$ cat src/rtl/dp_dmi_pkg.sv
// Shared types and encodings for the DMI transaction controller.
// Op, status and state encodings follow the RISC-V debug transport module.
package dp_dmi_pkg;

  localparam int DMI_ABITS = 7;

  localparam logic [1:0] OP_NOP   = 2'd0;
  localparam logic [1:0] OP_READ  = 2'd1;
  localparam logic [1:0] OP_WRITE = 2'd2;

  localparam logic [1:0] STAT_OK     = 2'd0;
  localparam logic [1:0] STAT_FAILED = 2'd2;
  localparam logic [1:0] STAT_BUSY   = 2'd3;

  typedef enum logic [1:0] {
    ST_IDLE = 2'd0,
    ST_REQ  = 2'd1,
    ST_RSP  = 2'd2
  } dmi_state_e;

  typedef struct packed {
    logic [DMI_ABITS-1:0] addr;
    logic [31:0]          data;
    logic [1:0]           op;
  } dmi_req_t;

  function automatic logic is_access(input logic [1:0] op);
    return (op == OP_READ) || (op == OP_WRITE);
  endfunction

endpackage

$ cat src/rtl/dp_dmi_timer.sv
// Watchdog counter for one outstanding DMI phase; LIMIT of 0 disables it.
// expired flags the cycle in which the count reaches LIMIT.
module dp_dmi_timer
  import dp_dmi_pkg::*;
#(
  parameter int LIMIT = 255
) (
  input  logic clk,
  input  logic rst_n,
  input  logic clr,
  input  logic en,
  output logic expired
);

  localparam int W = (LIMIT > 0) ? $clog2(LIMIT + 1) : 1;
  localparam logic [W-1:0] LAST = (LIMIT > 0) ? W'(LIMIT - 1) : '0;

  logic [W-1:0] count_r;

  // Phase cycle counter; clear wins over enable
  always_ff @(posedge clk or negedge rst_n) begin
    if (!rst_n) begin
      count_r <= '0;
    end else if (clr) begin
      count_r <= '0;
    end else if (en) begin
      count_r <= count_r + W'(1);
    end else begin
      count_r <= count_r;
    end
  end

  assign expired = (LIMIT > 0) && en && !clr && (count_r == LAST);

endmodule

$ cat src/rtl/dp_dmi_ctrl.sv
// DMI transaction sequencer: scan update -> valid/ready request -> response,
// with DTM busy/sticky-error status and the capture value for the next scan.
module dp_dmi_ctrl
  import dp_dmi_pkg::*;
#(
  parameter int ABITS     = 7,
  parameter int TIMEOUT   = 255,
  parameter int IDLE_HINT = 1
) (
  input  logic             iclk,
  input  logic             iresetn,
  input  logic             dmi_upd,
  input  logic             dmi_cap,
  input  logic [ABITS+33:0] dmi_pdo,
  input  logic             dmireset,
  input  logic             dmihardreset,
  output logic [ABITS+33:0] dmi_pdi,
  output logic [1:0]       dmistat,
  output logic [2:0]       idle,
  output logic             req_valid,
  input  logic             req_ready,
  output logic [ABITS-1:0] req_addr,
  output logic [31:0]      req_data,
  output logic [1:0]       req_op,
  input  logic             rsp_valid,
  output logic             rsp_ready,
  input  logic [31:0]      rsp_data,
  input  logic [1:0]       rsp_op
);

  dmi_state_e       state_r;
  logic [31:0]      rdata_r;
  logic [1:0]       stat_base_s;
  logic [1:0]       stat_next_s;
  logic             tmr_clr_s;
  logic             tmr_en_s;
  logic             tmo_s;
  logic [ABITS-1:0] pdo_addr_s;
  logic [31:0]      pdo_data_s;
  logic [1:0]       pdo_op_s;

  assign pdo_addr_s = dmi_pdo[ABITS+33:34];
  assign pdo_data_s = dmi_pdo[33:2];
  assign pdo_op_s   = dmi_pdo[1:0];
  assign idle       = 3'(IDLE_HINT);

  // Timer restarts on every phase entry and whenever a phase completes
  always_comb begin
    tmr_en_s = (state_r != ST_IDLE);
    case (state_r)
      ST_IDLE: tmr_clr_s = 1'b1;
      ST_REQ:  tmr_clr_s = req_ready;
      ST_RSP:  tmr_clr_s = rsp_valid;
      default: tmr_clr_s = 1'b1;
    endcase
  end

  dp_dmi_timer #(.LIMIT(TIMEOUT)) u_timer (
    .clk     (iclk),
    .rst_n   (iresetn),
    .clr     (tmr_clr_s | dmihardreset),
    .en      (tmr_en_s),
    .expired (tmo_s)
  );

  // Sticky status: dmireset clears first, then the first error to occur sticks
  always_comb begin
    stat_base_s = dmireset ? STAT_OK : dmistat;
    if (stat_base_s != STAT_OK) begin
      stat_next_s = stat_base_s;
    end else if ((dmi_upd || dmi_cap) && (state_r != ST_IDLE)) begin
      stat_next_s = STAT_BUSY;
    end else if (tmo_s || ((state_r == ST_RSP) && rsp_valid && (rsp_op == STAT_FAILED))) begin
      stat_next_s = STAT_FAILED;
    end else begin
      stat_next_s = STAT_OK;
    end
  end

  // Transaction FSM with registered handshake outputs and capture register
  always_ff @(posedge iclk or negedge iresetn) begin
    if (!iresetn) begin
      state_r   <= ST_IDLE;
      req_valid <= 1'b0;
      rsp_ready <= 1'b0;
      req_addr  <= '0;
      req_data  <= 32'd0;
      req_op    <= OP_NOP;
      rdata_r   <= 32'd0;
      dmistat   <= STAT_OK;
      dmi_pdi   <= '0;
    end else if (dmihardreset) begin
      state_r   <= ST_IDLE;
      req_valid <= 1'b0;
      rsp_ready <= 1'b0;
      dmistat   <= STAT_OK;
    end else begin
      dmistat <= stat_next_s;
      if (dmi_cap) begin
        dmi_pdi <= {req_addr, rdata_r, (state_r == ST_IDLE) ? dmistat : STAT_BUSY};
      end
      case (state_r)
        ST_IDLE: begin
          if (dmi_upd && (stat_base_s == STAT_OK) && is_access(pdo_op_s)) begin
            req_addr  <= pdo_addr_s;
            req_data  <= pdo_data_s;
            req_op    <= pdo_op_s;
            req_valid <= 1'b1;
            state_r   <= ST_REQ;
          end
        end
        ST_REQ: begin
          if (tmo_s) begin
            req_valid <= 1'b0;
            state_r   <= ST_IDLE;
          end else if (req_ready) begin
            req_valid <= 1'b0;
            rsp_ready <= 1'b1;
            state_r   <= ST_RSP;
          end
        end
        ST_RSP: begin
          if (rsp_valid) begin
            if (req_op == OP_READ) begin
              rdata_r <= rsp_data;
            end
            rsp_ready <= 1'b0;
            state_r   <= ST_IDLE;
          end else if (tmo_s) begin
            rsp_ready <= 1'b0;
            state_r   <= ST_IDLE;
          end
        end
        default: begin
          req_valid <= 1'b0;
          rsp_ready <= 1'b0;
          state_r   <= ST_IDLE;
        end
      endcase
    end
  end

endmodule

$ cat config.mk
export PLATFORM = sky130hd
export DESIGN_NAME = dp_dmi_ctrl
export DESIGN_NICKNAME = d
export VERILOG_FILES = /design/src/rtl/dp_dmi_pkg.sv /design/src/rtl/dp_dmi_timer.sv /design/src/rtl/dp_dmi_ctrl.sv
export SDC_FILE = /design/constraint.sdc
export NUM_CORES = 1
export LEC_CHECK = 0
export BUFFER_PORTS_ARGS = -buffer_cell sky130_fd_sc_hd__buf_2
export CAP_MARGIN = 15
export CORE_ASPECT_RATIO = 2
export CORE_UTILIZATION = 32
export DETAILED_ROUTE_END_ITERATION = 10
export PLACE_DENSITY = 0.68
export SKIP_CTS_REPAIR_TIMING = 1
export SLEW_MARGIN = 10
export SYNTH_ARGS = -nofsm -noshare
export SYNTH_HDL_FRONTEND = slang
export SYNTH_SLANG_ARGS = --single-unit
$ cat constraint.sdc
create_clock -name iclk -period 2 [get_ports iclk]
set_input_delay 0.4 -clock iclk [delete_from_list [all_inputs] [get_ports iclk]]
set_output_delay 0.4 -clock iclk [all_outputs]
set_load 0.02 [all_outputs]
==> metrics.txt <==
core area=15,700 µm²; DRC Markers=0; number of distinct library cells after synthesis=38; Final TNS setup=0 ps; GRT Util Overall=0.1495; vias per cell=4.704; worst reg-to-reg setup slack=100 ps; largest net degree at the start of global routing=58; Die H=180.6 µm; worst-case reg-to-reg path depth=7; crit path time final=1900 ps; Reg clk slew, reported paths=60 ps; Max Root-Sink Buffers=2; power per cell area=1553 nW/µm²; Leak=3.447 nW; vias in the first global route=3,822; gr ovfl total=0; io pins=172; first-pass GRT wire length=18,930 µm; Worst Path Arrival=2180 ps; Synth Area in Adders=0.01226; type of the most critical hold path=in -> reg; total wire length=11,760 µm; port bufs=168; VDD IR max=0.7252 mV; maximum clock frequency=0.5262 GHz; via count=3,490; XOR/XNOR share of the synthesized area=0.01201; WL/cell=15.85 µm; leading area contributor after synthesis=dfrtp_1; sequential-to-total area share from yosys stat=0.6276; post-DP HPWL=8223 µm; endpoints failing setup=0; Die ar.=16,490 µm²; Most used DFF post-synth=dfrtp_1; row cnt=65; yosys warns=0; Worst-Skew Late Latency=410 ps; clock root buffer=clkbuf_16; DRT Pass-1 Iters=6; clock net sink count=128; CTS tree=built; multiplexer area fraction after synthesis=0.2469; Die X=91.30 µm; RSZ-0062 raised after global routing=false; Yosys top cell area share=0.6276; critical path fanouts, max=16; first-iteration detailed-routing DRC count=80; nets=617; fin. max-slew vios=0; top post-synthesis cells by area=dfrtp_1 63%, mux2_2 24%, nor2_1 1.3%, ha_1 1.2%, buf_4 0.88%; main combinational cell family by area after synthesis=multiplexers; area added between synthesis and finish=35.52%; Num CTS Buffers=17; Max Cap Viol=0; Starting Density=0.3251; worst clock skew=8.872 ps; async set-reset flop share out of synthesis=1.000; Final period util=0.9502; initial antenna violation count=1; share of cells above drive strength 1=0.6037; routability congestion estimate=0.8125; Hold Path Cell Cnt=2; Mapped Cells=346; CP required=2280 ps; H-tree depth=4; Worst setup SP type=register; post-synthesis compound-gate area fraction=0.02672; Post-synth EDFFs=0; Yosys reg bits=128; Crit. End Element=register; Fin. Hold Viols=0; Routed Antenna Nets=0; Final Util=0.4407; synthesized area=5104 µm²; status=completed; Synth Area in Simple Gates=0.04560; syn avg cell area=14.75 µm²; CP Class=reg -> reg
kinds of logic (layout without fill, tap and decap cells):
family | count (synthesis) | count (layout)
other | 2 | 4
and+or+nand+nor | 43 | 43
adders and majority gates | 5 | 5
xor gates and xnor gates | 7 | 7
buffers and inverters | 27 | 220
muxes | 112 | 112
DFF | 128 | 128
AOI/OAI and AO/OA | 22 | 22
cells in the mapped netlist, drive strengths merged (2+ instances only):
cell type / number
ha: 5
buf: 14
a211oi: 2
xnor2: 2
xor2: 5
nand3: 3
a21oi: 7
conb: 2
clkbuf: 4
o21ai: 3
nor3b: 2
inv: 9
mux2: 111
nor2: 17
nand2: 6
a31oi: 4
nand2b: 2
dfrtp: 128
nor2b: 3
or3: 2
sequential cells by signal, summed over array words and instances, names as in the netlist:
name             cells
dmi_pdi             41
dmistat              2
rdata_r             32
req_addr             7
req_data            32
req_op               2
req_valid            1
rsp_ready            1
state_r              2
u_timer.count_r      8
critical path, cell delays in order, from the launching register on:
cell and delay [ps]:
dfrtp_1 390, inv_1 110, ha_2 230, nand2_2 100, nor4b_4 210, buf_4 170, clkbuf_16 190, mux2_2 360
cell type report:
type / instances / area (µm²)
inverter: 9 / 33.78
clock inverter: 5 / 100.1
sequential: 128 / 3203
tap: 201 / 251.5
antenna: 1 / 2.502
timing repair buffer: 181 / 1022
fill: 1458 / 8780
multi-input combinational: 192 / 1788
clock buffer: 25 / 515.5
where the power goes:
group          internal, W  switching, W
clock network      0.00214       0.00107
logic              0.00147       0.00183
registers          0.00366      0.000567
total              0.00727       0.00347
path summary, 6_finish.rpt:
check	startpoint	to
max in group asynchronous	iresetn	rdata_r[23]$_DFFE_PN0P_
worst min-delay path	dmi_pdo[16]	req_data[14]$_DFFE_PN0P_
min in group asynchronous	iresetn	dmi_pdi[10]$_DFFE_PN0P_
worst max register to register	state_r[0]$_DFFE_PN0P_	rdata_r[23]$_DFFE_PN0P_
worst max-delay path	state_r[0]$_DFFE_PN0P_	rdata_r[23]$_DFFE_PN0P_
worst min register to register	req_data[15]$_DFFE_PN0P_	req_data[15]$_DFFE_PN0P_
through the flow:
stage | setup slack, ps | hold slack [ps] | cell area, µm² | instances | total power (W)
finish | 99.66 | 218.7 | 6917 | 742 | 0.01074
global route | 10.61 | 200.3 | 6917 | 742 | 0.01132
CTS | 23.21 | -104.9 | 6858 | 737 | 0.01088
detailed placement | 44.97 | 330.1 | 6242 | 707 | 0.007601
global placement | 144.7 | 314.0 | 6242 | 707 | 0.007426
floorplan | 127.1 | 104.4 | 5107 | 347 | 0.006275
layout by cell type (no fill, tap or decap), types with 4 or more instances in the layout:
master	n
nor2_1	17
nand2_1	5
buf_12	4
mux2_2	111
a31oi_1	4
dfrtp_1	128
ha_1	4
inv_1	9
buf_2	167
clkbuf_16	18
a21oi_1	7
clkbuf_8	6
buf_4	6
xor2_1	5
per-layer routing:
layer,GRT usage,part of all wire,routed length [µm],vias up
met1,0.1422,0.35,4139,1772
met2,0.2776,0.57,6696,120
met4,0.09714,0.039,456,0
met3,0.03755,0.040,465,26
met5,0,0,0,-
li1,-,-,-,1572
(Power assumes the default switching activity.)
